<file path="src/rtl/hb_pkg.sv">
// Shared constants for the 2x halfband interpolator: widths, 0s18 coefficients, product slicing.
// Optional macro HBI_ROUND_EN selects round-half-up slicing; the default build truncates (floor).
package hb_pkg;
    localparam int WIDTH  = 18;
    localparam int NTAPS  = 8;
    localparam int NPRE   = NTAPS / 2;
    localparam int PWIDTH = 2 * WIDTH;

    localparam logic signed [WIDTH-1:0] HB_C0  = -18'sd20;
    localparam logic signed [WIDTH-1:0] HB_C1  = 18'sd197;
    localparam logic signed [WIDTH-1:0] HB_C2  = -18'sd981;
    localparam logic signed [WIDTH-1:0] HB_C3  = 18'sd4900;
    localparam logic signed [WIDTH-1:0] HB_CTR = 18'sd8192;

    localparam int PROD_MSB = 34;
    localparam int PROD_LSB = 17;
    localparam logic signed [PWIDTH-1:0] RND_K = 36'sd65536;

    function automatic logic signed [WIDTH-1:0] hb_coef(input int idx);
        case (idx)
            0:       return HB_C0;
            1:       return HB_C1;
            2:       return HB_C2;
            default: return HB_C3;
        endcase
    endfunction

    // Product slice back to 18 bits; the only arithmetic that differs between builds.
    function automatic logic signed [WIDTH-1:0] prod_slice(input logic signed [PWIDTH-1:0] m);
        logic [PWIDTH-1:0] r;
`ifdef HBI_ROUND_EN
        r = m + RND_K;
`else
        r = m;
`endif
        return r[PROD_MSB:PROD_LSB];
    endfunction
endpackage

</file>
<file path="src/rtl/hb_side_mac.sv">
// Side-tap phase of the halfband interpolator: symmetric pre-add, multiply, two-level sum tree.
// Three registered stages from the delay line to s3; no strobes are needed because the line is static between shifts.
module hb_side_mac
    import hb_pkg::*;
(
    input  logic                   clk,
    input  logic                   reset,
    input  logic [NTAPS*WIDTH-1:0] taps,
    output logic [WIDTH-1:0]       s3
);
    logic signed [WIDTH-1:0]  p  [NPRE];
    logic signed [PWIDTH-1:0] m  [NPRE];
    logic signed [WIDTH-1:0]  s2 [NPRE/2];

    always_comb begin
        for (int i = 0; i < NPRE; i++) begin
            m[i] = PWIDTH'(p[i]) * PWIDTH'(hb_coef(i));
        end
    end

    always_ff @(posedge clk) begin
        if (reset) begin
            for (int i = 0; i < NPRE; i++) p[i] <= '0;
            for (int j = 0; j < NPRE/2; j++) s2[j] <= '0;
            s3 <= '0;
        end else begin
            for (int i = 0; i < NPRE; i++) begin
                p[i] <= $signed(taps[i*WIDTH +: WIDTH]) + $signed(taps[(NTAPS-1-i)*WIDTH +: WIDTH]);
            end
            for (int j = 0; j < NPRE/2; j++) begin
                s2[j] <= prod_slice(m[2*j]) + prod_slice(m[2*j+1]);
            end
            s3 <= s2[0] + s2[1];
        end
    end
endmodule

</file>
<file path="src/rtl/halfband_interp_2x.sv">
// 2x polyphase halfband interpolator: on-grid outputs from the side-tap MAC, mid outputs from the centre tap.
// Build option HBI_ROUND_EN (see hb_pkg) switches product slicing from truncation to round-half-up.
module halfband_interp_2x
    import hb_pkg::*;
(
    input  logic        sys_clk,
    input  logic        reset,
    input  logic        sam_clk_en,
    input  logic        sys_clk2_en,
    input  logic [17:0] x_in,
    output logic [17:0] y,
    output logic        y_valid,
    output logic        phase
);
    logic signed [WIDTH-1:0]  x [NTAPS];
    logic [NTAPS*WIDTH-1:0]   taps;
    logic [WIDTH-1:0]         s3;
    logic signed [WIDTH-1:0]  cs;
    logic signed [PWIDTH-1:0] cm;

    always_comb begin
        taps = '0;
        for (int i = 0; i < NTAPS; i++) taps[i*WIDTH +: WIDTH] = x[i];
    end

    assign cm = PWIDTH'(x[NTAPS/2]) * PWIDTH'(HB_CTR);

    hb_side_mac u_side_mac (
        .clk   (sys_clk),
        .reset (reset),
        .taps  (taps),
        .s3    (s3)
    );

    // Samples enter halved (2s16) so the pre-adds cannot overflow; the output shift restores the gain.
    always_ff @(posedge sys_clk) begin
        if (reset) begin
            for (int i = 0; i < NTAPS; i++) x[i] <= '0;
            cs      <= '0;
            y       <= '0;
            y_valid <= 1'b0;
            phase   <= 1'b0;
        end else begin
            if (sam_clk_en) begin
                x[0] <= {x_in[17], x_in[17:1]};
                for (int i = 1; i < NTAPS; i++) x[i] <= x[i-1];
            end
            cs      <= prod_slice(cm);
            y_valid <= sys_clk2_en;
            if (sys_clk2_en) begin
                if (sam_clk_en) begin
                    y     <= s3 <<< 1;
                    phase <= 1'b0;
                end else begin
                    y     <= cs <<< 1;
                    phase <= 1'b1;
                end
            end
        end
    end
endmodule

</file>
<file path="config.mk">
export PLATFORM = sky130hd
export DESIGN_NAME = halfband_interp_2x
export DESIGN_NICKNAME = d
export VERILOG_FILES = /design/src/rtl/hb_pkg.sv /design/src/rtl/hb_side_mac.sv /design/src/rtl/halfband_interp_2x.sv
export SDC_FILE = /design/constraint.sdc
export NUM_CORES = 1
export LEC_CHECK = 0
export CORE_ASPECT_RATIO = 1.75
export CORE_UTILIZATION = 58
export CTS_CLUSTER_DIAMETER = 120
export DETAILED_ROUTE_END_ITERATION = 12
export PLACE_DENSITY = 0.78
export SLEW_MARGIN = 0
export SYNTH_ARGS = -nofsm -noshare
export SYNTH_HDL_FRONTEND = slang
export SYNTH_SLANG_ARGS = --single-unit
</file>
<file path="constraint.sdc">
create_clock -name sys_clk -period 6.1 [get_ports sys_clk]
set_clock_uncertainty 0.05 [all_clocks]
set_input_delay 0.915 -clock sys_clk [delete_from_list [all_inputs] [get_ports sys_clk]]
set_output_delay 0.915 -clock sys_clk [all_outputs]
set_load 0.01 [all_outputs]
</file>
==> impl_metrics.tcl, run 1 <==
set metrics [dict create \
    row_count 98 \
    synth-seq-area-share_pct 29.8 \
    h-tree-depth 1 \
    cp_max_fo 4 \
    peakVddDrop_uv 422 \
    ctsHoldBuffers 0 \
    layout_common_cells "inv_1 (436), ha_1 (434), nor2_1 (164), fa_1 (139), edfxtp_1 (136)" \
    synth_compound_area_share_pct 9.92 \
    hp-class "reg -> reg" \
    clock_sinks 291 \
    r2r_setup_slack_ps 60 \
    overflow 0 \
    cts_buffers 28 \
    cts_tree "done" \
    antenna_left 0 \
    ios 42 \
    r2r_start "u_side_mac.p[3][7]" \
    maxSlewHeadroom_pct 32.0 \
    postLayoutCoreUtil_pct 65.3 \
    grt_first_pass_wirelength_um 85400 \
    syn_to_final_growth_pct 11.1 \
    drv_cap 0 \
    vias 16900 \
    drc 0 \
    coreArea_mm2 0.0410 \
    final_common_cell "inv_1" \
    ys_warn_count 0 \
    n_antenna_cell 0 \
    viasPerCell 5.48 \
    die_h_um 272 \
    setup-violations-final 0 \
    insertion_delay_ps 560 \
    synthCells 2435 \
    synth_top_area_share_pct 23.2 \
    start_util_pct 58.8 \
    synth_fa_ha_area_share_pct 35.0 \
    ys_seq_elements 291 \
    clk_pin_slew_ps 70 \
    place.gp.congestion 0.905 \
    worstPathRequired_ps 6510 \
    whs_path_depth 2 \
    max_freq_mhz 166 \
    wl_um 52300 \
    grt_max_degree 77 \
    antenna_found_initial 0 \
    worstSetupStartpointType "flip-flop" \
    die_area_mm2 0.0424 \
    synth_area_leaders "ha_1 (23%), edfxtp_1 (17%), dfxtp_1 (13%)" \
    yosysUniqueCellTypes 68 \
    synth_edf_count 136 \
    report.final.slew_viol_count 0 \
    hold_start "y[14]" \
    r2r-end "u_side_mac.s2[0][33]" \
    synthSimpleGateAreaFrac_pct 11.9 \
    min_period_ps 6040 \
    whs_endpoint "y[14]" \
    fin_crit_sh_pct 99.0 \
    syn-num-nets 3046 \
    arrival_ps 6450 \
    yosysTopAreaCell "ha_1" \
    clock_path_buffers 3 \
    drt-initial-drc-count 697 \
    drive_gt1_share_pct 7.49 \
    yosys-mux-area-fraction_pct 0.992 \
    drt_pass1_iterations 5 \
    synthXorXnorAreaFrac_pct 4.69 \
    p_leak_nw 13.3 \
    fillCellCount 3197 \
    critPathKind "reg -> reg" \
    ys.flop_type "dfxtp_1" \
    synthArstFlopShare_pct 0 \
    tightestPinTransition_ps 1020 \
    power.density_mw_per_mm2 470 \
    die_w_um 156 \
    grt_pass1_vias 18000 \
    fin_nets 3127 \
    cts_root_buf "clkbuf_16" \
    r2r_cells 23 \
    wl_per_cell_um 17.0 \
    dp_cells 3028 \
    stdcell_count 3088 \
    end_kind "flip-flop" \
    dpl.hpwl_um 41800 \
    synth.cell_area_mm2 0.0241 \
    avgSynthCellArea_um2 9.89 \
    hold_viol_final 0 \
    grt.total_usage_pct 25.4 \
    status "complete, no violations" \
    port_buffers 39 \
    synth_top_family_by_area "adder cells" \
]
[Yosys cell counts, types with 26 or more instances]
master	count
a211oi_1	34
a21o_1	51
a21oi_1	103
and2_1	107
clkbuf_1	34
dfxtp_1	155
edfxtp_1	136
fa_1	142
ha_1	447
inv_1	441
nand2_1	59
nand3_1	26
nor2_1	164
nor2b_1	78
nor3_1	58
o21ai_0	56
xnor2_1	77
xor2_1	52
[metal layers]
layer,part of all wire [%],track usage [%],up-vias
met5,0,0,-
met4,5.7,13.6,0
met3,2.3,2.06,160
met2,56,50.9,314
met1,36,25.1,8164
li1,-,-,8289
[what timing repair did]
item                                    4_1_cts  5_1_grt
pin swaps                                     1       33
cloned                                        0        0
endpoints found under the setup margin        5       19
resized for setup                             5       67
hold endpoints to repair                      0        0
setup buffers                                 0        8
[cell type report]
type	count	area (um^2)	share of cell area, %
clock buffers	39	846	3.16
flip-flops and latches	291	7220	27.0
multi-input cells	1658	15400	57.4
well taps	550	688	2.57
repair buffers	96	836	3.12
clock inverters	13	149	0.557
inverters	441	1660	6.19
[worst max path at each step]
| stage | end | from | cells past startpoint |
|---|---|---|---|
| after detailed placement | u_side_mac.s2[0][32] | u_side_mac.p[3][5] | 25 |
| after global routing | u_side_mac.s2[0][33] | u_side_mac.p[3][5] | 23 |
| after CTS | u_side_mac.s2[0][32] | u_side_mac.p[3][5] | 24 |
| after global placement | u_side_mac.s2[0][33] | u_side_mac.p[3][5] | 24 |
| after floorplan | u_side_mac.s2[0][32] | u_side_mac.p[3][4] | 25 |
| final | u_side_mac.s2[0][33] | u_side_mac.p[3][7] | 23 |
[flip-flops by register name, indices dropped and copies added (netlist names)]
signal	cells
x	136
y	17
u_side_mac.p	72
u_side_mac.s3	17
y_valid	1
u_side_mac.s2	34
phase	1
cs	13
[metrics by stage]
stage	hold slack, ps	setup TNS [ps]	power [mW]	worst slack, ps	instance area (um^2)
2_1_floorplan	437	0	7.90	308	24100
3_3_place_gp	415	-26.3	9.95	-17.9	25400
3_5_place_dp	429	-192	10.2	-71.7	25400
4_1_cts	438	-3.60	12.2	-3.60	26400
5_1_grt	450	-326	13.6	-236	26800
6_report	433	0	12.6	62.1	26800
[logic make-up (layout without fill, tap and decap cells)]
logic type	Yosys count	in the layout
muxes	23	23
xor gates and xnor gates	129	129
and+or+nand+nor	561	561
DFF	291	291
other	1	1
adders and majority gates	589	589
AOI/OAI and AO/OA	355	355
buffers and inverters	486	589
[worst max-delay path, stage by stage, from the launching register on]
cell and delay, ps:
dfxtp_2 330, buf_4 160, ha_1 320, ha_4 280, fa_1 430, fa_1 530, inv_1 70, fa_1 530
inv_1 60, ha_4 250, o2111ai_2 80, o21bai_1 100, a2111o_1 450, a211o_1 360, a31o_4 250, a21oi_2 130
xnor2_1 130, ha_1 300, buf_4 160, or3_1 320, o21ai_1 150, nor2_1 100, nor4b_2 180, a211oi_1 250
[where the power goes]
part           internal, mW  switching (mW)
clock                  1.10           0.760
sequential             2.37           0.199
combinational          3.60            4.56
total                  7.06            5.52
Note: power is estimated with default switching activity, not from simulation.
==> run 2, diff against run 1 <==
Settings changed: CORE_MARGIN set to 3, PLACE_DENSITY 0.78 to 0.84.
==> impl_metrics.tcl, run 2 (synthesis results as in run 1) <==
set metrics [dict create \
    grt_first_pass_wirelength_um 87600 \
    stdcell_count 3083 \
    grt_max_degree 76 \
    cts_buffers 28 \
    fin_nets 3122 \
    cpMostUsedCell "ha_1" \
    clock_path_buffers 3 \
    port_buffers 39 \
    drc 0 \
    power.density_mw_per_mm2 472 \
    ios 42 \
    fin_crit_sh_pct 98.6 \
    clk_pin_slew_ps 70 \
    worstPathRequired_ps 6480 \
    setup-violations-final 0 \
    dp_slack_ps -266 \
    insertion_delay_ps 570 \
    peakVddDrop_uv 459 \
    die_w_um 160 \
    cp_cell_sequence "buf_4, ha_1, ha_1, fa_1, inv_1, fa_1, fa_1, inv_1, ha_1, a2111o_1, a211o_1, a31o_4, a21oi_2, xnor2_1, ha_1, nand3_2, a2111o_1, nand3_2, a41oi_2, xnor2_1, nor2_1" \
    arrival_ps 6390 \
    largest_register "x" \
    hold_viol_final 0 \
    drv_cap 0 \
    syn_to_final_growth_pct 10.8 \
    hp-class "reg -> reg" \
    drt-initial-drc-count 806 \
    final_common_cell "inv_1" \
    min_period_ps 6020 \
    status "complete, no violations" \
    dp_cells 3025 \
    h-tree-depth 1 \
    vias 17200 \
    dpl.hpwl_um 42100 \
    cts_root_buf "clkbuf_16" \
    n_antenna_cell 0 \
    coreArea_mm2 0.0410 \
    maxSlewHeadroom_pct 17.2 \
    end_kind "flip-flop" \
    cp_max_fo 4 \
    layout_common_cells "inv_1 (436), ha_1 (435), nor2_1 (163), dfxtp_1 (143), fa_1 (140)" \
    worstSetupStartpointType "flip-flop" \
    die_area_mm2 0.0441 \
    overflow 0 \
    reg.largest.list "x x136, u_side_mac.p x72, u_side_mac.s2 x34" \
    antenna_left 0 \
    multi_input_area_mm2 0.0154 \
    row_count 98 \
    antenna_found_initial 0 \
    critPathKind "reg -> reg" \
    cts_tree "done" \
    wl_per_cell_um 17.4 \
    fillCellCount 3115 \
    start_util_pct 58.8 \
    setup_ws_ps 82.9 \
    largest_reg_flops 136 \
    drive_gt1_share_pct 7.38 \
    wl_um 53600 \
    report.final.slew_viol_count 0 \
    drt_pass1_iterations 5 \
    cpPeakStageDelay_ps 550 \
    rsz0062_at_grt "true" \
    viasPerCell 5.59 \
    clock_sinks 291 \
    slowest_stage "fa_1" \
    grt_pass1_vias 18700 \
    register_area_mm2 0.00720 \
    place.gp.congestion 0.945 \
    max_freq_mhz 166 \
    p_leak_nw 13.2 \
    die_h_um 276 \
    tightestPinTransition_ps 1240 \
    grt.total_usage_pct 24.2 \
]
run 2: changes by cell type in the layout (fill, tap and decap cells not counted), moves of 3 or more:
cell        delta
inv_4          +3
ha_4           -3
buf_4          -5
clkinvlp_4     +3
dfxtp_4        -3
dfxtp_1        +8
clkinv_2       +4
clkinv_1       -4
dfxtp_2        -5
run 2: critical path, delay by kind of cell, from the launching register on:
kind | cells | cell delay [ps]
AO/OA/AOI/OAI | 6 | 1800
AND/OR/NAND/NOR | 3 | 240
adder cells (fa/ha/maj) | 7 | 2760
XOR/XNOR | 2 | 270
buffers and inverters | 3 | 290
flip-flops | 1 | 460
run 2: final cells by class:
type	instances	share of cell area (%)
Inverter	441	6.21
Tap cell	550	2.58
Multi-Input combinational cell	1658	57.6
Clock buffer	34	2.90
Clock inverter	18	0.727
Sequential cell	291	27.0
Timing Repair Buffer	91	2.99
run 2: path summary, 6_finish.rpt:
check | from | endpoint | slack, ps | depth (start not counted)
hold reg to reg | y[5] | y[5] | 440 | 2
setup / recovery | u_side_mac.p[3][10] | u_side_mac.s2[0][32] | 80 | 21
setup reg to reg | u_side_mac.p[3][10] | u_side_mac.s2[0][32] | 80 | 21
hold / removal | y[5] | y[5] | 440 | 2
run 2: through the flow:
step	hold WS [ps]	instance area (um^2)	utilization (%)	power (mW)	TNS, ps
6_report	438	26700	65.1	12.6	0
4_1_cts	440	26400	64.5	12.2	0
2_1_floorplan	437	24100	-	7.90	0
3_3_place_gp	420	25400	61.9	9.74	-621
5_1_grt	463	26700	65.1	13.7	-634
3_5_place_dp	432	25400	61.9	10.1	-1220
run 2: where the power goes:
| part | switching [mW] | total, mW | internal (mW) |
|---|---|---|---|
| Clock | 0.788 | 1.83 | 1.04 |
| Combinational | 4.64 | 8.21 | 3.57 |
| Sequential | 0.196 | 2.56 | 2.36 |
run 2: repair_timing:
| item | CTS | global route |
|---|---|---|
| pin swaps | 18 | 30 |
| hold buffers | 0 | 0 |
| buffers inserted | 3 | 3 |
| resized for setup | 19 | 52 |
| endpoints found under the setup margin | 10 | 20 |
run 2: per-layer routing:
metal / global-route usage, % / routed length (um) / up-vias
met4: 13.3 / 3180 / 0
met3: 2.54 / 1460 / 205
met1: 23.8 / 19000 / 8358
met2: 48.8 / 29900 / 385
met5: 0 / 0 / -
li1: - / - / 8294
==> run 3, diff against run 2 <==
Settings changed: CORE_ASPECT_RATIO 1.75 to 1.4, PLACE_DENSITY 0.84 to unset, PLACE_DENSITY_LB_ADDON set to 0.12, SLEW_MARGIN 0 to unset.
==> impl_metrics.tcl, run 3 (synthesis results as in run 1) <==
set metrics [dict create \
    min_period_ps 5880 \
    grt.total_usage_pct 23.8 \
    grt_pass1_vias 17600 \
    start_util_pct 59.3 \
    largest_reg_flops 136 \
    drt-initial-drc-count 757 \
    reg.largest.list "x x136, u_side_mac.p x72, u_side_mac.s2 x34" \
    coreArea_mm2 0.0406 \
    clock_sinks 291 \
    arrival_ps 6210 \
    dp_slack_ps -118 \
    p_sw_mw 5.51 \
    fin_nets 3132 \
    whs_endpoint "y[15]" \
    slowest_stage "fa_1" \
    end_kind "flip-flop" \
    cpPeakStageDelay_ps 500 \
    fillCellCount 3242 \
    crit_family "adder cells" \
    cp_cell_sequence "ha_1, ha_4, fa_1, fa_1, inv_1, fa_1, inv_2, ha_4, and4_1, o2111ai_2, o21bai_2, a2111o_1, a211o_1, a31o_4, a21oi_2, xnor2_1, ha_1, nand3_1, a2111o_1, nand3_2, a41oi_2, xnor2_1, nor2_1" \
    drc 0 \
    dpl.hpwl_um 40200 \
    pwr-share-comb_pct 63.5 \
    register_area_mm2 0.00721 \
    whs_ps 433 \
    antenna_left 0 \
    r2r_start "u_side_mac.p[3][6]" \
    cts_root_buf "clkbuf_16" \
    hp-class "reg -> reg" \
    r2r_cells 23 \
    final_common_cell "inv_1" \
    setup_ws_ps 217 \
    cpMostUsedCell "fa_1" \
    wl_um 50800 \
    die_area_mm2 0.0440 \
    clock_path_buffers 3 \
    grt_max_degree 104 \
    maxSlewHeadroom_pct 21.7 \
    setup-violations-final 0 \
    clk_pin_slew_ps 60 \
    n_antenna_cell 0 \
    hold_start "y[15]" \
    insertion_delay_ps 540 \
    overflow 0 \
    drv_cap 0 \
    pwr-share-clk_pct 16.5 \
    worstPathRequired_ps 6430 \
    antenna_found_initial 1 \
    worstSetupStartpointType "flip-flop" \
    cts_buffers 34 \
    r2r-end "u_side_mac.s2[0][32]" \
    place.gp.congestion 0.885 \
    row_count 87 \
    tightestPinTransition_ps 1170 \
    r2r_setup_slack_ps 220 \
    path_buf_inv 2 \
    p_leak_nw 13.3 \
    ctsHoldBuffers 0 \
    vias 16800 \
    layout_common_cells "inv_1 (435), ha_1 (429), nor2_1 (162), dfxtp_1 (142), fa_1 (138)" \
    viasPerCell 5.44 \
    cp_max_fo 5 \
    cts_tree "done" \
    status "complete, no violations" \
    peakVddDrop_uv 552 \
    hold_viol_final 0 \
    whs_path_depth 2 \
    grt_first_pass_wirelength_um 84500 \
    largest_register "x" \
    syn_to_final_growth_pct 11.9 \
    drive_gt1_share_pct 8.21 \
    drt_pass1_iterations 5 \
    h-tree-depth 2 \
    ios 42 \
    max_freq_mhz 170 \
    pwr-share-seq_pct 20.1 \
    swShare_pct 42.9 \
    die_h_um 247 \
    die_w_um 178 \
    port_buffers 39 \
    intPower_mw 7.33 \
    critPathKind "reg -> reg" \
    report.final.slew_viol_count 0 \
    power.density_mw_per_mm2 476 \
    fin_crit_sh_pct 96.4 \
    multi_input_area_mm2 0.0154 \
    wl_per_cell_um 16.5 \
]
[run 3: worst reg2reg max path, cell delays in order (launching register included)]
cell       delay (ps)
dfxtp_2           350
ha_1              330
ha_4              280
fa_1              420
fa_1              500
inv_1              50
fa_1              500
inv_2              50
ha_4              240
and4_1            200
o2111ai_2          70
o21bai_2          110
a2111o_1          430
a211o_1           350
a31o_4            250
a21oi_2           130
xnor2_1            90
ha_1              340
nand3_1            80
a2111o_1          400
nand3_2           120
a41oi_2           160
xnor2_1           180
nor2_1             50
[run 3: metrics by stage]
step / setup TNS (ps) / utilization (%) / instances / instance area (um^2) / power (mW)
finish: 0 / 66.4 / 3080 / 26900 / 12.8
global route: -178 / 66.4 / 3080 / 26900 / 14.1
CTS: -4.03 / 65.4 / 3072 / 26600 / 12.5
detailed placement: -416 / 62.5 / 3011 / 25400 / 10.2
global placement: -31.8 / 62.5 / 3011 / 25400 / 9.98
floorplan: 0 / - / 2435 / 24100 / 7.90
[run 3: routing by layer]
| layer | vias up | wire, um | track usage (%) |
|---|---|---|---|
| li1 | 8304 | - | - |
| met1 | 8113 | 21100 | 28.3 |
| met2 | 227 | 26700 | 44.2 |
| met3 | 108 | 1340 | 2.86 |
| met4 | 0 | 1660 | 7.71 |
| met5 | - | 0 | 0 |
[run 3: worst max-delay path by stage]
stage	depth (start not counted)	startpoint	to	slack (ps)
detailed placement	23	u_side_mac.p[3][6]	u_side_mac.s2[0][33]	-120
floorplan	25	u_side_mac.p[3][4]	u_side_mac.s2[0][32]	310
global placement	23	u_side_mac.p[3][6]	u_side_mac.s2[0][33]	-30
finish	23	u_side_mac.p[3][6]	u_side_mac.s2[0][32]	220
CTS	25	u_side_mac.p[3][4]	u_side_mac.s2[0][33]	-4
global route	24	u_side_mac.p[2][5]	u_side_mac.s2[0][32]	-50
[run 3: what timing repair did]
item / in CTS / in global routing
pin swaps: 4 / 34
buffers inserted: 0 / 8
hold endpoints to repair: 0 / 0
setup endpoints to repair: 9 / 16
resized for setup: 4 / 75
[run 3: power groups by stage]
stage                     sequential (mW)  combinational [mW]  clock (mW)
after CTS                            2.57                7.72        2.16
after global placement               2.61                7.37           0
after global routing                 2.60                9.23        2.24
final                                2.57                8.14        2.12
after detailed placement             2.61                7.55           0
after floorplan                      2.52                5.39           0
[run 3: cell type report]
cell class	instances	share of cell area [%]
Multi-Input combinational cell	1658	57.2
Inverter	441	6.14
Clock inverter	23	1.06
Clock buffer	38	3.29
Sequential cell	291	26.7
Timing Repair Buffer	95	3.07
Tap cell	534	2.48
